`config.mk`:
```
export PLATFORM = sky130hd
export DESIGN_NAME = timer_cnt_core_flat
export DESIGN_NICKNAME = d
export VERILOG_FILES = /design/src/rtl/timer_cnt_if.sv /design/src/rtl/timer_cnt_core.sv /design/src/flat_wrapper.sv
export SDC_FILE = /design/constraint.sdc
export NUM_CORES = 1
export LEC_CHECK = 0
export CORE_MARGIN = 1
export CORE_UTILIZATION = 47
export CTS_CLUSTER_SIZE = 20
export DETAILED_ROUTE_END_ITERATION = 8
export PLACE_DENSITY = 0.8
export SYNTH_ARGS = -nofsm -noshare
export SYNTH_HDL_FRONTEND = slang
export SYNTH_SLANG_ARGS = --single-unit
```
`constraint.sdc`:
```
create_clock -name clk -period 2.4 [get_ports clk]
set_clock_uncertainty 0.2 [all_clocks]
set_input_delay 0.24 -clock clk [delete_from_list [all_inputs] [get_ports clk]]
set_output_delay 0.24 -clock clk [all_outputs]
set_load 0.005 [all_outputs]
```
`src/rtl/timer_cnt_if.sv`:
```
// ============================================================================
// Module      : timer_cnt_if
// Description : Control/status bundle between the timer register block and
//               the counting engine.
// Revision    : 1.0 - initial release
// ============================================================================
`default_nettype none

interface timer_cnt_if #(
    parameter int CNT_W = 8
);
    logic             en;
    logic             dir;
    logic [1:0]       cks;
    logic             load;
    logic [CNT_W-1:0] tdr;
    logic             ovf_clr;
    logic             udf_clr;
    logic             ovf_ie;
    logic             udf_ie;
    logic [CNT_W-1:0] cnt;
    logic             ovf_flag;
    logic             udf_flag;
    logic             irq_ovf;
    logic             irq_udf;
    logic             tick;

    modport master (
        output en, dir, cks, load, tdr, ovf_clr, udf_clr, ovf_ie, udf_ie,
        input  cnt, ovf_flag, udf_flag, irq_ovf, irq_udf, tick
    );

    modport slave (
        input  en, dir, cks, load, tdr, ovf_clr, udf_clr, ovf_ie, udf_ie,
        output cnt, ovf_flag, udf_flag, irq_ovf, irq_udf, tick
    );
endinterface

`default_nettype wire

```
`src/rtl/timer_cnt_core.sv`:
```
// ============================================================================
// Module      : timer_cnt_core
// Description : 8-bit timer counting engine with /1,/2,/4,/8 prescaler and
//               sticky overflow/underflow flags. Optional macro
//               TIMER_AUTO_RELOAD_EN reloads tdr on wrap instead of wrapping.
// Revision    : 1.0 - initial release
// ============================================================================
`default_nettype none

module timer_cnt_core #(
    parameter int CNT_W = 8,
    parameter int PSC_W = 3
) (
    input  wire logic   clk,
    input  wire logic   rst_n,
    timer_cnt_if.slave  bus
);
    localparam logic [CNT_W-1:0] c_CNT_MAX  = {CNT_W{1'b1}};
    localparam logic [CNT_W-1:0] c_CNT_ZERO = '0;

    logic [PSC_W-1:0] r_psc;
    logic [CNT_W-1:0] r_cnt;
    logic             r_ovf_flag;
    logic             r_udf_flag;
    logic             w_tick;
    logic             w_ovf_evt;
    logic             w_udf_evt;

    always_comb begin
        w_tick = 1'b0;
        case (bus.cks)
            2'b00:   w_tick = bus.en;
            2'b01:   w_tick = bus.en & r_psc[0];
            2'b10:   w_tick = bus.en & (r_psc[1:0] == 2'b11);
            default: w_tick = bus.en & (r_psc[2:0] == 3'b111);
        endcase
    end

    // A load overrides the tick, so it also suppresses the wrap events.
    assign w_ovf_evt = w_tick & ~bus.load & ~bus.dir & (r_cnt == c_CNT_MAX);
    assign w_udf_evt = w_tick & ~bus.load &  bus.dir & (r_cnt == c_CNT_ZERO);

    always_ff @(posedge clk or negedge rst_n) begin
        if (!rst_n)
            r_psc <= '0;
        else if (bus.load || !bus.en)
            r_psc <= '0;
        else
            r_psc <= r_psc + PSC_W'(1);
    end

    always_ff @(posedge clk or negedge rst_n) begin
        if (!rst_n) begin
            r_cnt <= '0;
        end else if (bus.load) begin
            r_cnt <= bus.tdr;
        end else if (w_ovf_evt || w_udf_evt) begin
`ifdef TIMER_AUTO_RELOAD_EN
            r_cnt <= bus.tdr;
`else
            r_cnt <= w_ovf_evt ? c_CNT_ZERO : c_CNT_MAX;
`endif
        end else if (w_tick) begin
            r_cnt <= bus.dir ? (r_cnt - CNT_W'(1)) : (r_cnt + CNT_W'(1));
        end
    end

    // Set wins over a coincident clear.
    always_ff @(posedge clk or negedge rst_n) begin
        if (!rst_n) begin
            r_ovf_flag <= 1'b0;
            r_udf_flag <= 1'b0;
        end else begin
            if (w_ovf_evt)
                r_ovf_flag <= 1'b1;
            else if (bus.ovf_clr)
                r_ovf_flag <= 1'b0;

            if (w_udf_evt)
                r_udf_flag <= 1'b1;
            else if (bus.udf_clr)
                r_udf_flag <= 1'b0;
        end
    end

    assign bus.cnt      = r_cnt;
    assign bus.ovf_flag = r_ovf_flag;
    assign bus.udf_flag = r_udf_flag;
    assign bus.irq_ovf  = r_ovf_flag & bus.ovf_ie;
    assign bus.irq_udf  = r_udf_flag & bus.udf_ie;
    assign bus.tick     = w_tick;

endmodule

`default_nettype wire
```
`src/flat_wrapper.sv`:
```
// flat-port wrapper written by rule: the top's interface ports become plain ports
module timer_cnt_core_flat 
#(
    parameter int CNT_W = 8,
    parameter int PSC_W = 3
)
  (clk, rst_n, bus_en, bus_dir, bus_cks, bus_load, bus_tdr, bus_ovf_clr, bus_udf_clr, bus_ovf_ie, bus_udf_ie, bus_cnt, bus_ovf_flag, bus_udf_flag, bus_irq_ovf, bus_irq_udf, bus_tick);
  timer_cnt_if #(.CNT_W(CNT_W)) bus_i ();
  input  wire logic clk;
  input  wire logic rst_n;
  input wire logic [$bits(bus_i.en)-1:0] bus_en;
  input wire logic [$bits(bus_i.dir)-1:0] bus_dir;
  input wire logic [$bits(bus_i.cks)-1:0] bus_cks;
  input wire logic [$bits(bus_i.load)-1:0] bus_load;
  input wire logic [$bits(bus_i.tdr)-1:0] bus_tdr;
  input wire logic [$bits(bus_i.ovf_clr)-1:0] bus_ovf_clr;
  input wire logic [$bits(bus_i.udf_clr)-1:0] bus_udf_clr;
  input wire logic [$bits(bus_i.ovf_ie)-1:0] bus_ovf_ie;
  input wire logic [$bits(bus_i.udf_ie)-1:0] bus_udf_ie;
  output wire logic [$bits(bus_i.cnt)-1:0] bus_cnt;
  output wire logic [$bits(bus_i.ovf_flag)-1:0] bus_ovf_flag;
  output wire logic [$bits(bus_i.udf_flag)-1:0] bus_udf_flag;
  output wire logic [$bits(bus_i.irq_ovf)-1:0] bus_irq_ovf;
  output wire logic [$bits(bus_i.irq_udf)-1:0] bus_irq_udf;
  output wire logic [$bits(bus_i.tick)-1:0] bus_tick;
  assign bus_i.en = bus_en;
  assign bus_i.dir = bus_dir;
  assign bus_i.cks = bus_cks;
  assign bus_i.load = bus_load;
  assign bus_i.tdr = bus_tdr;
  assign bus_i.ovf_clr = bus_ovf_clr;
  assign bus_i.udf_clr = bus_udf_clr;
  assign bus_i.ovf_ie = bus_ovf_ie;
  assign bus_i.udf_ie = bus_udf_ie;
  assign bus_cnt = bus_i.cnt;
  assign bus_ovf_flag = bus_i.ovf_flag;
  assign bus_udf_flag = bus_i.udf_flag;
  assign bus_irq_ovf = bus_i.irq_ovf;
  assign bus_irq_udf = bus_i.irq_udf;
  assign bus_tick = bus_i.tick;
  timer_cnt_core #(.CNT_W(CNT_W), .PSC_W(PSC_W)) u_core (.clk(clk), .rst_n(rst_n), .bus(bus_i));
endmodule
```
# Yosys cells after proc, flatten, opt, wreduce, memory -nomap -nowiden
# Cells that the tools add are included.
# totals
reg_bits	13
word_cells	43
output_inout_bits	13
# op_classes
reduce_logical	8
n_mux	11
addsub	3
bitwise	12
eq_ne	5
# ops
cell	count
two-way mux 8 bit	5
AND 1 bit	10
adder 8 x 1 -> 8 bit, second input constant	1
== test 8 bit, second input constant	1
zero test 8 bit	1
subtractor 8 x 1 -> 8 bit, second input constant	1
== test 2 bit, second input constant	2
two-way mux 1 bit	4
nonzero test 2 bit	2
adder 3 x 1 -> 3 bit, second input constant	1
== test 3 bit, second input constant	1
two-way mux 3 bit	1
case mux 1 bit (3 select lines)	1
nonzero test 3 bit	1
== test 2 x 1 -> 1 bit, second input constant	1
zero test 2 bit	1
logical OR 1 bit	2
NOT 1 bit	2
zero test 1 bit	1

# Depth between registers and ports, before layout
# Gate-level depths: netlist of run 1.
# logic_depth
word_depth	9
ltp_mapped	8

# Least setup slack after synthesis of run 1
# OpenSTA, ideal clock, no wires.
# synth_path
path_type	input-to-reg
from	in bus_cks[0]
to	reg u_core.r_cnt[2], in the netlist u_core.bus.cnt[2]
arrival_time_ps	1904
cell_stages	8
setup_time_ps	134
required_ps	2066
slack_ps	163
path_cell_list	inv_1 ha_1 nor2b_1 a211o_1 or4_4 buf_6 a31oi_4 o31ai_2
# synth_via
elab_chain_cells	8
elab_cells_between_ends	14
classes_between	eq/ne (2); mux (4); bitwise (5); reduce/logical (3)
# synth_lines
item	line_no	text
from (decl)	flat_wrapper.sv:13	input wire logic [$bits(bus_i.cks)-1:0] bus_cks;
== test 2 bit (tied with other cells)	timer_cnt_core.sv:31	case (bus.cks)
case mux 1 bit (3 select lines) *	timer_cnt_core.sv:31	
AND 1 bit	timer_cnt_core.sv:40, timer_cnt_core.sv:41	
AND 1 bit, on equally long branches (2 in series)	timer_cnt_core.sv:40, timer_cnt_core.sv:41	
two-way mux 8 bit / logical OR 1 bit (equally long branches)	timer_cnt_core.sv:61, timer_cnt_core.sv:57	
two-way mux 8 bit	timer_cnt_core.sv:57	end else if (w_ovf_evt || w_udf_evt) begin
two-way mux 8 bit	timer_cnt_core.sv:55	end else if (bus.load) begin
to (signal assigned)	timer_cnt_core.sv:56	r_cnt <= bus.tdr;
to (signal assigned)	timer_cnt_core.sv:61	r_cnt <= w_ovf_evt ? c_CNT_ZERO : c_CNT_MAX;
to (signal assigned)	timer_cnt_core.sv:64	r_cnt <= bus.dir ? (r_cnt - CNT_W'(1)) : (r_cnt + CNT_W'(1));
to (decl)	timer_cnt_core.sv:22	logic [CNT_W-1:0] r_cnt;
# Mark *: on every way between the ends. The rest lies on a longest branch, timed or not.
# A chain may end at the register's enable or synchronous reset.

# Worst setup path in the final report of run 1
# layout_path
from	in bus_dir
to	reg u_core.r_cnt[6], in the netlist u_core.bus.cnt[6]
# layout_via
elab_chain_cells	6
elab_cells_between_ends	12
classes_between	mux (5); bitwise (5); reduce/logical (2)
# layout_lines
item	line_no	text
from (decl)	flat_wrapper.sv:12	input wire logic [$bits(bus_i.dir)-1:0] bus_dir;
NOT 1 bit	timer_cnt_core.sv:40	assign w_ovf_evt = w_tick & ~bus.load & ~bus.dir & (r_cnt == c_CNT_MAX);
AND 1 bit (2 in series)	timer_cnt_core.sv:40	
two-way mux 8 bit / logical OR 1 bit (equally long branches)	timer_cnt_core.sv:61, timer_cnt_core.sv:57	
two-way mux 8 bit	timer_cnt_core.sv:57	
two-way mux 8 bit	timer_cnt_core.sv:55	
# Several ways; a longest one is shown, not always the timed one. The select of a mux whose other input is x is not followed.

==> impl_summary.md, run 1 <==
Logic synthesis
Averaged over all synthesized cells, the footprint is ~8.8 um2. The largest area contributor in the netlist is sky130_fd_sc_hd__dfrtp_1. The post-synthesis net count is 154. Of the synthesized area, sequential elements account for 0.300. The number of synthesized flops with an enable pin is 0. Counting flops with an async set or reset pin after synthesis yields a share of 1.00. The number of instances in the synthesized netlist is around 120. For this run, the leading register cell type out of synthesis is sky130_fd_sc_hd__dfrtp_1.

The area share of the leading cell type in the synthesized netlist is 0.300. The number of flip-flops and latches in the synthesized netlist is 13. The Yosys step of the flow raised 0 warnings. After synthesis the cells add up to approximately 1100 um2. Synthesis instantiated 37 different standard cells from the library. Yosys attributes the largest share of cell area to sky130_fd_sc_hd__dfrtp_1 30%, sky130_fd_sc_hd__ha_1 13%, sky130_fd_sc_hd__inv_1 4.1%.

Timing
The number of endpoints failing setup at the final stage is 0. Setup slack on the critical path of the routed design comes to 0.138 ns. The slew of the pin with the lowest slew margin is 0.602 ns. The final critical-path share of the clock period is 0.942.

The final hold violation count came to 0. The setup TNS is 0 ns. Static timing analysis puts the maximum clock frequency at approximately 0.44 GHz. In this run the tightest slew margin relative to its limit is 0.597. On the final layout, the worst hold slack is ~0.14 ns. The clock period could shrink to 2.26 ns.

The number of pins exceeding their max-slew limit in the final report is 0.

Placement
Counting tap cells, the placed design contains a total of 190 instances. Buffers placed on the I/O ports in this run total 31. At the end of routability-driven placement, the weighted congestion stood at around 0.78.

Once detailed placement completed, the half-perimeter wirelength came to 2130 um. The instance area at placement is ~1500 um2. Prior to clock tree synthesis, the placed netlist has a worst setup slack of -0.381 ns.

Critical path
Along the worst path, the maximum fanout reaches 6. The worst register-to-register path ends at u_core.bus.cnt[4]$_DFFE_PN0P_. For the worst setup path, the data required time is ~2.4 ns. The element type at the critical path end is a flip-flop. Walking the worst path, the cells encountered are clkdlybuf4s50_1 -> buf_4 -> ha_1 -> o21ai_0 -> a21oi_2 -> o211a_1 -> o31ai_1 -> a21oi_1. The critical path is of the input port to flip-flop type. The critical path starts at bus_dir.

The most critical setup path has its endpoint at u_core.bus.cnt[6]$_DFFE_PN0P_. Across all register-to-register paths, the minimum setup slack is ~0.15 ns. The cell with the largest stage delay on the worst path is sky130_fd_sc_hd__clkdlybuf4s50_1.

The worst setup path is launched from an input port. The number of cells on the worst reg-to-reg path is 9. The longest individual stage delay on the worst path is roughly 0.5 ns.

In this run the critical register-to-register path is launched from u_core.r_psc[0]$_DFF_PN0_. At the worst endpoint, the arrival time is 2.22 ns.

Finish
The final design area excluding fillers is about 1500 um2. At the end of the flow the core is filled with cells to 0.698. The fraction of final layout cells sized beyond drive strength 1 is 0.145.

The final cell count without fillers is around 190. The total number of nets in the final design is slightly below 200. The area growth from synthesis to layout is 40.8%. The layout filler cell count is ~190.

The repair_antennas step left the layout with diodes totalling 0.

Power and ir drop
The total power draw is just under 800 uW. VDD sags by at most about 0.00030 V. Power spread over the standard cell area amounts to 505 nW/um2.

The leakage power figure is 0.726 nW.

Clocking
The number of clock sinks is 13. The TritonCTS clock tree is yes. The clock passes through at most 2 buffers. The number of H-tree branching levels is 1. The number of buffers inserted during clock tree synthesis is 3.

In this run the clock root is driven by a sky130_fd_sc_hd__clkbuf_4. After clock tree synthesis, the setup repair step added 0 buffers. After clock tree synthesis, the clock-pin slew on the worst setup and hold paths is approximately 0.080 ns. The clock latency on the worst-skew pair is approximately 0.27 ns.

Route
The count of antenna-violating nets left after detailed routing is 0. The routed via count is approximately 1100. The routed wirelength normalized by instance count is 13.8 um. The final layout contains routed wiring with a total length of 2670 um. The detailed-routing iteration count for the pre-antenna-repair pass is 4.

The via density per instance is around 5.6. The number of DRC violations after detailed routing is 0. After the first detailed-routing iteration, the DRC count stood at 17.

Run
The number of max-capacitance violations reported is 0.

Global routing
The maximum number of pins on one net before global-route repair is 18. The global-route wire length before repair is approximately 4300 um. In the global route stage, overall resource usage came out at 0.226. The via count of the first global-routing pass is 1002. The residual overflow from global routing is 0. The initial antenna violation count is 0.

Floorplanning
The die covers 2510 um2. For this configuration, the core starts out at a cell density of 0.496. In this run the count of I/O pins placed on the die edge is 32.

The core region is between 2000 and 2500 um2. From bottom edge to top edge, the die measures ~50 um. The horizontal die dimension is approximately 50 um. The floorplan has 17 rows.

Min path
The worst hold path belongs to the class input port to async pin.

Run status
The flow ran to the end, and the final reports show no timing, DRC or antenna violations.
==> power breakdown <==
| group | switching [mW] | internal, mW | leakage [nW] |
|---|---|---|---|
| Sequential | 0.0354 | 0.241 | 0.161 |
| Clock | 0.0702 | 0.0644 | 0.0150 |
| Combinational | 0.167 | 0.194 | 0.550 |
| Total | 0.273 | 0.500 | 0.726 |
==> synth_stat cells (3+ instances only) <==
cell type,number
sky130_fd_sc_hd__a21o_1,4
sky130_fd_sc_hd__a21oi_1,7
sky130_fd_sc_hd__and2_1,4
sky130_fd_sc_hd__dfrtp_1,13
sky130_fd_sc_hd__ha_1,11
sky130_fd_sc_hd__inv_1,12
sky130_fd_sc_hd__nand2_1,10
sky130_fd_sc_hd__nand2b_1,3
sky130_fd_sc_hd__nand4_1,3
sky130_fd_sc_hd__nor2_1,12
sky130_fd_sc_hd__o21ai_0,5
sky130_fd_sc_hd__o31ai_1,5
sky130_fd_sc_hd__xnor2_1,3
==> cells in the final DEF, fill, tap and decap left out, types with 4 or more instances in the layout <==
master / instances
sky130_fd_sc_hd__nand2_1: 10
sky130_fd_sc_hd__a21oi_1: 4
sky130_fd_sc_hd__o21ai_0: 5
sky130_fd_sc_hd__nor2_1: 12
sky130_fd_sc_hd__clkdlybuf4s50_1: 28
sky130_fd_sc_hd__a21o_1: 4
sky130_fd_sc_hd__ha_1: 11
sky130_fd_sc_hd__buf_4: 11
sky130_fd_sc_hd__o31ai_1: 5
sky130_fd_sc_hd__inv_1: 11
sky130_fd_sc_hd__dfrtp_1: 13
sky130_fd_sc_hd__and2_1: 4
==> worst min path at each step <==
stage / cells after the start / end / slack, ns / startpoint
2_1_floorplan: 0 / u_core.bus.cnt[0]$_DFFE_PN0P_ / -0.26 / rst_n
3_3_place_gp: 1 / u_core.r_psc[0]$_DFF_PN0_ / 0.25 / u_core.r_psc[0]$_DFF_PN0_
3_5_place_dp: 1 / u_core.r_psc[0]$_DFF_PN0_ / 0.26 / u_core.r_psc[0]$_DFF_PN0_
4_1_cts: 1 / u_core.bus.cnt[5]$_DFFE_PN0P_ / 0.16 / rst_n
5_1_grt: 1 / u_core.r_psc[0]$_DFF_PN0_ / 0.18 / rst_n
6_report: 1 / u_core.bus.cnt[0]$_DFFE_PN0P_ / 0.14 / rst_n
==> logic make-up after synthesis <==
group,after synthesis,share of synthesized area
simple gates,45,0.220
compound gates,33,0.227
flops,13,0.300
mux,1,0.0104
buf+inv,15,0.0657
fa+ha+maj,12,0.145
xor+xnor,4,0.0323
==> worst max-delay path: cells and delay by family <==
family                   cells  cell delay (ns)
adder cells (fa/ha/maj)      1             0.32
AO/OA/AOI/OAI                5             0.95
buffers and inverters        2             0.71
==> routing by layer <==
layer / track usage / vias to the layer above / part of all wire
met5: 0 / - / 0
met4: 0.0857 / 0 / 0.014
met3: 0.0123 / 6 / 0.036
met2: 0.424 / 25 / 0.56
met1: 0.263 / 531 / 0.39
li1: - / 526 / -
==> sequential cells by signal, summed over array words and instances (netlist names) <==
register,flops
u_core.r_psc,3
u_core.bus.cnt,8
u_core.bus.ovf_flag,1
u_core.bus.udf_flag,1
==> final cells by class <==
type	count	area, um2	area share
multi-input cells	95	701	0.458
repair buffers	42	397	0.259
flip-flops and latches	13	325	0.213
inverters	12	45.0	0.0295
well taps	28	35.0	0.0229
clock buffers	4	26.3	0.0172
==> what timing repair did <==
action,4_1_cts,5_1_grt
pin swaps,1,5
gates cloned,0,0
hold endpoints to repair,0,0
hold buffers,0,0
endpoints found under the setup margin,7,4
resized for setup,1,6
No activity file was read; power rests on OpenSTA's default activity.
==> run 2: changes to the inputs <==
--- a/config.mk
+++ b/config.mk
@@ -5,7 +5,7 @@
 export SDC_FILE = /design/constraint.sdc
 export NUM_CORES = 1
 export LEC_CHECK = 0
-export CORE_MARGIN = 1
+export CORE_MARGIN = 2
 export CORE_UTILIZATION = 47
 export CTS_CLUSTER_SIZE = 20
 export DETAILED_ROUTE_END_ITERATION = 8
==> impl_summary.md, run 2 (same netlist as run 1, synthesis figures left out) <==
Clocking
The number of clock sinks is 13. The number of buffers added for setup after CTS is 0. The clock reaches the later pin of the worst-skew pair after about 0.27 ns. After clock tree synthesis, the clock-pin slew on the worst setup and hold paths is roughly 0.080 ns. The TritonCTS clock tree is yes. CTS built an H-tree with a depth of 1.

The worst-case clock buffer depth is 2. The number of clock buffers added by TritonCTS is 3. After clock tree synthesis, the flow added hold-fix buffers numbering 0.

CTS placed an instance of sky130_fd_sc_hd__clkbuf_4 at the clock tree root.

Global routing
After global routing the overflow that remains totals 0. The via count of the first global-routing pass was ~1000. Entering global routing, the biggest net connects 18 pins. The initial antenna violation count is 0. The total global-route track usage is 0.216.

The global-route wire length before repair is ~4500 um.

Route
The detailed-routing iteration count for the pre-antenna-repair pass is 4. The count of antenna-violating nets left after detailed routing is 0. Using the TritonRoute via totals, the vias-per-cell ratio works out to 5.36. The routed wirelength normalized by instance count is between 10 and 15 um. In the routed design, unresolved DRC markers number 0. For this block, the routed nets add up to between 2000 and 3000 um of wire. The initial detailed-routing violation count is 19. The routed via count is just over 1000.

Floorplanning
The region available for standard cell placement spans between 2000 and 2500 um2. The die is roughly 52 um tall. The placement row count is 17. The number of top-level design ports is 32.

For this configuration, the core starts out at a cell density of 0.496. The floorplan step defined a die boundary enclosing ~2700 um2. Measured along the x axis, the die boundary spans 52.1 um.

Finish
The net count of the finished layout is 198. The library cells used most frequently in the layout, excluding fill and tap cells, are 28 x sky130_fd_sc_hd__clkdlybuf4s50_1, 13 x sky130_fd_sc_hd__dfrtp_1, 12 x sky130_fd_sc_hd__nor2_1. The number of flip-flops in the largest register is 8. The leading cell type in the layout, fill and taps excluded is sky130_fd_sc_hd__clkdlybuf4s50_1. The number of inserted diodes is 0. The area added between synthesis and finish is 41.9%. In the final layout, the share of cells above drive strength 1 is 0.157. Once layout is done, the placed cells without fillers occupy between 1500 and 2000 um2.

Timing
The maximum clock rate is around 0.44 GHz. On the final layout, the worst hold slack is about 0.14 ns. The slew of the pin with the lowest slew margin is 0.606 ns.

The final hold violation count is 0. Setup repair after global routing left no endpoint under its margin. The number of pins exceeding their max-slew limit in the final report is 0. The final critical-path share of the clock period is 0.946. The normalized max-slew margin is 0.595.

Across all setup checks in the final design, the least slack found is approximately 0.13 ns. For the finished layout, the period the worst path requires is around 2.3 ns. Setup violations remaining at the end of the flow were counted as 0.

Placement
Summing all placed instances gives a cell area of 1490 um2. The post-DP HPWL is ~2200 um. Port buffering added 31 buffers.

Timing analysis after detailed placement gives a worst setup slack of -0.411 ns. At the end of routability-driven placement, the weighted congestion stood at ~0.84.

Critical path
The longest individual stage delay on the worst path is between 0.4 and 0.5 ns. The critical path is of the flip-flop to output pin type. The slowest stage of the critical path belongs to the cell sky130_fd_sc_hd__dfrtp_1. STA classifies the critical path startpoint as a flip-flop.

Data arrives at the worst endpoint at around 1.8 ns. By instance count, the cell type seen most on the critical path is sky130_fd_sc_hd__ha_1. The element type at the critical path end is an output pin. Along the worst path, the maximum fanout reaches 3. At the worst endpoint, the required time is a little under 2 ns. The signal on the critical path passes through ha_1 -> ha_1 -> nor3_1 -> buf_4 -> a211oi_4 -> dlygate4sd2_1.

Power and ir drop
For this design the ratio of total power to cell area is between 500 and 600 nW/um2. The maximum resistive drop on vdd is between 0.0002 and 0.0003 V. The leakage power figure is ~0.73 nW. Total power for the finished layout comes to around 770 uW.

Run status
The run finished with clean final reports.

Run
The tool flagged a number of max-cap violations equal to 0.

Min path
The worst min-delay path category is input port to async pin.
[run 2: cell counts in the layout (fill, tap and decap cells not counted)]
Identical to the previous run, type by type.
[run 2: area by class of cell]
class | instances | area, um2
sequential | 13 | 325
multi-input combinational | 95 | 713
clock buffer | 4 | 26.3
inverter | 12 | 45.0
fill | 175 | 649
timing repair buffer | 42 | 397
tap | 28 | 35.0
[run 2: stage by stage]
stage | instances | utilization | TNS [ns]
global route | 194 | 0.704 | 0
floorplan | 123 | - | 0
global placement | 190 | 0.679 | -2.24
CTS | 194 | 0.696 | 0
finish | 194 | 0.704 | 0
detailed placement | 190 | 0.679 | -2.84
[run 2: report_power, final]
group          switching [mW]  leakage (nW)  internal (mW)  total, mW
registers              0.0347         0.161          0.241      0.276
clock network          0.0716        0.0150         0.0644      0.136
logic                   0.166         0.552          0.196      0.362
[run 2: worst paths after layout]
| kind | depth (start not counted) | to | slack [ns] | from |
|---|---|---|---|---|
| min | 1 | u_core.bus.cnt[0]$_DFFE_PN0P_ | 0.14 | rst_n |
| min reg2reg | 1 | u_core.r_psc[0]$_DFF_PN0_ | 0.27 | u_core.r_psc[0]$_DFF_PN0_ |
| max in group asynchronous | 1 | u_core.bus.cnt[4]$_DFFE_PN0P_ | 1.47 | rst_n |
| min in group clk | 1 | u_core.r_psc[0]$_DFF_PN0_ | 0.27 | u_core.r_psc[0]$_DFF_PN0_ |
| max reg2reg | 7 | u_core.bus.cnt[1]$_DFFE_PN0P_ | 0.14 | u_core.r_psc[0]$_DFF_PN0_ |
| max | 6 | bus_tick | 0.13 | u_core.r_psc[0]$_DFF_PN0_ |
[run 2: what timing repair did]
item / CTS / global route
gates resized for setup: 3 / 7
hold endpoints to repair: 0 / 0
endpoints found under the setup margin: 7 / 7
pin swaps: 1 / 5
[run 2: worst max-delay path: cells and delay by family, from the launching register on]
kind	cells	cell delay, ns
AO/OA/AOI/OAI	1	0.04
adder cells (fa/ha/maj)	2	0.42
buffers and inverters	2	0.45
flip-flops	1	0.41
AND/OR/NAND/NOR	1	0.24
[run 2: per-layer routing]
layer  vias up  GRT usage  part of all wire
li1        525          -                 -
met1       484      0.277              0.42
met2        28      0.390              0.53
met3         2    0.00862             0.047
met4         0     0.0658            0.0064
met5         -          0                 0
==> run 3: changes to the inputs <==
--- a/config.mk
+++ b/config.mk
@@ -5,8 +5,9 @@
 export SDC_FILE = /design/constraint.sdc
 export NUM_CORES = 1
 export LEC_CHECK = 0
+export ABC_AREA = 1
 export CORE_MARGIN = 2
-export CORE_UTILIZATION = 47
+export CORE_UTILIZATION = 49
 export CTS_CLUSTER_SIZE = 20
 export DETAILED_ROUTE_END_ITERATION = 8
 export PLACE_DENSITY = 0.8
==> impl_summary.md, run 3 <==
Run status
The run finished with clean final reports.

Timing
In the final timing run, aggregate negative setup slack is 0 ns. Setup violations remaining at the end of the flow were counted as 0. For the finished layout, the period the worst path requires is 2.08 ns.

The final critical-path share of the clock period is 0.866. The normalized max-slew margin is 0.580. Timing would allow up to about 0.48 GHz.

For the pin with the worst max-slew slack, the measured transition is between 0.6 and 0.7 ns. The minimum setup slack in the final design is between 0.3 and 0.4 ns. Setup repair after global routing left no endpoint under its margin.

The final hold violation count is 0. The number of pins exceeding their max-slew limit in the final report is 0.

Route
The routed via count is about 1300. After detailed routing, the number of vias per cell comes to around 5. The first routing iteration left 38 violations. The count of antenna-violating nets left after detailed routing is 0. The routed wirelength normalized by instance count is between 10 and 15 um. For this run, design rule violations remaining after detail routing come to 0. Before antenna repair, the detailed router went through 6 iterations. Summed over all layers, the routed wires come to about 3000 um.

Critical path
The maximum fanout along the worst path is 2. Broken down by cell family, the worst path's largest delay share belongs to buffers and inverters. The register-to-register setup slack is 0.36 ns. For this design, the slowest cell found on the critical path is sky130_fd_sc_hd__clkdlybuf4s50_1. The element type at the critical path end is an output pin. The worst setup path is of the input port to output pin kind. The longest individual stage delay on the worst path is approximately 0.50 ns.

Data arrives at the worst endpoint at around 1.6 ns. The signal on the critical path passes through clkdlybuf4s50_1 -> inv_1 -> ha_1 -> or2_1 -> nand2_2 -> a21boi_2 -> dlymetal6s2s_1. The worst register-to-register path ends at u_core.bus.cnt[3]$_DFFE_PN0P_. Measured in cells, the most critical reg-to-reg path has a length of 11. STA classifies the critical path startpoint as an input port. The critical path contains buffers and inverters numbering 3 combined. In this run the critical register-to-register path is launched from u_core.r_psc[0]$_DFF_PN0_. For the worst setup path, the data required time is ~2.0 ns.

Clocking
The number of clock sinks is 13. The TritonCTS clock tree is yes. The number of H-tree branching levels is 1.

The later pin in the worst-skew pair is clocked with a latency of roughly 0.28 ns. Clock-pin slew was measured on the worst setup and hold paths at about 0.08 ns. The number of buffers inserted during clock tree synthesis is 3.

The number of setup buffers added after CTS is 0. The number of instances resized during post-cts repair is 0. The clock passes through at most 2 buffers.

In this run, post-CTS hold repair placed 0 buffers. The tree is rooted in a sky130_fd_sc_hd__clkbuf_4.

Global routing
The first global-routing pass estimated around 5000 um of wire. The initial antenna violation count was 0. The via count of the first global-routing pass was roughly 1200.

The residual overflow from global routing is 0. The total global-route track usage is 0.234. Entering global routing, the biggest net connects 17 pins.

Floorplanning
The floorplan step defined a die boundary enclosing between 2000 and 3000 um2. The area inside the core boundary is roughly 2400 um2. The die boundary height is 54.3 um. 32 I/O pins were placed. The starting density of the core is 0.510. In this run the horizontal extent of the chip is between 50 and 60 um. The placement row count is 18.

Finish
The area growth from synthesis to layout is 31.7%. The number of inserted diodes is 0. The number of flip-flops in the largest register is 8.

For this run, the post-layout net count is between 200 and 300. Leaving out fill and tap cells, the most frequent cell in the layout is sky130_fd_sc_hd__nand2_1. The final cell count without fillers is around 250. The fraction of final layout cells sized beyond drive strength 1 is 0.119. Leaving out fill and tap cells, the most frequent cells in the layout are 58 x sky130_fd_sc_hd__nand2_1, 30 x sky130_fd_sc_hd__clkdlybuf4s50_1, 26 x sky130_fd_sc_hd__inv_1, 25 x sky130_fd_sc_hd__nor2_1, 13 x sky130_fd_sc_hd__dfrtp_1.

The layout filler cell count is 217.

Logic synthesis
The synthesized design contains 0 enable-type register cells. sky130_fd_sc_hd__dfrtp_1 takes more of the synthesized area than any other cell. For this run, the leading register cell type out of synthesis is sky130_fd_sc_hd__dfrtp_1.

By instance count, the leading cell after synthesis is sky130_fd_sc_hd__nand2_1. Counting instances in the post-synthesis netlist gives the leading cell types as 58 x sky130_fd_sc_hd__nand2_1, 26 x sky130_fd_sc_hd__inv_1, 25 x sky130_fd_sc_hd__nor2_1. Yosys mapped the design onto 28 distinct sky130hd cell types. After technology mapping, the gate count stands at between 150 and 200. The average instance area after synthesis is 6.78 um2. Synthesis produced a netlist with a net count of about 210. Yosys attributes the largest share of cell area to sky130_fd_sc_hd__dfrtp_1 26%, sky130_fd_sc_hd__nand2_1 18%, sky130_fd_sc_hd__ha_1 11%. The number of flip-flops and latches in the synthesized netlist is 13. The share of synthesized area in the top cell type comes to 0.262.

For this run, the register share of the synthesized area comes to 0.262. The combined area of all synthesized cells is 1240 um2. The async set or reset register ratio after synthesis is 1.00. The Yosys warning count is 0.

Placement
The number of placed instances, taps included, is 245. The post-DP HPWL is 2450 um. Buffers placed on the I/O ports in this run total 31. Prior to clock tree synthesis, the placed netlist has a worst setup slack of around 0.0012 ns.

The global placer's final weighted congestion is 0.902.

Power and ir drop
Dividing total power by cell area gives a power density of around 600 nW/um2. The leakage power figure is slightly below 0.9 nW. Across the VDD grid, the largest voltage drop is just under 0.0005 V.

Min path
The worst min-delay path category is input port to async pin.

Run
Max-cap violations in this run came to 0.
-- run 3: final cells by class --
class	instances	area, um2	area share
well taps	30	37.5	0.0230
repair buffers	33	340	0.208
flip-flops and latches	13	325	0.199
inverters	30	120	0.0735
clock buffers	4	26.3	0.0161
multi-input cells	139	785	0.480
-- run 3: cell families after synthesis --
family / count (synthesis) / share of synthesized area
simple gates: 111 / 0.414
flops: 13 / 0.262
buf+inv: 31 / 0.106
fa+ha+maj: 12 / 0.127
compound gates: 13 / 0.0695
xor+xnor: 3 / 0.0212
-- run 3: worst max path at each step --
stage	slack [ns]	from	endpoint	cells after the start
after CTS	0.0008	bus_cks[1]	bus_tick	7
final	0.32	bus_cks[1]	bus_tick	7
after global placement	0.1	bus_cks[0]	bus_tick	7
after floorplan	0.55	u_core.r_psc[0]$_DFF_PN0_	u_core.bus.cnt[6]$_DFFE_PN0P_	10
after detailed placement	0.001	bus_cks[1]	bus_tick	7
after global routing	0.21	bus_dir	u_core.bus.cnt[5]$_DFFE_PN0P_	12
-- run 3: routing by layer --
metal | part of all wire | vias up | track usage
li1 | - | 640 | -
met1 | 0.42 | 578 | 0.274
met2 | 0.48 | 48 | 0.404
met3 | 0.070 | 10 | 0.0683
met4 | 0.023 | 0 | 0.0792
met5 | 0 | - | 0
-- run 3: power breakdown --
group / total, mW / switching, mW / internal [mW]
clock: 0.138 / 0.0732 / 0.0647
combinational: 0.521 / 0.274 / 0.247
sequential: 0.318 / 0.0644 / 0.254
-- run 3: through the flow --
| stage | hold WS, ns | util | power [mW] | instance area [um2] |
|---|---|---|---|---|
| CTS | 0.167 | 0.671 | 0.982 | 1630 |
| detailed placement | 0.253 | 0.660 | 0.841 | 1610 |
| global route | 0.187 | 0.672 | 1.07 | 1630 |
| finish | 0.140 | 0.672 | 0.977 | 1630 |
| global placement | 0.250 | 0.660 | 0.817 | 1610 |
| floorplan | -0.256 | - | 0.642 | 1240 |
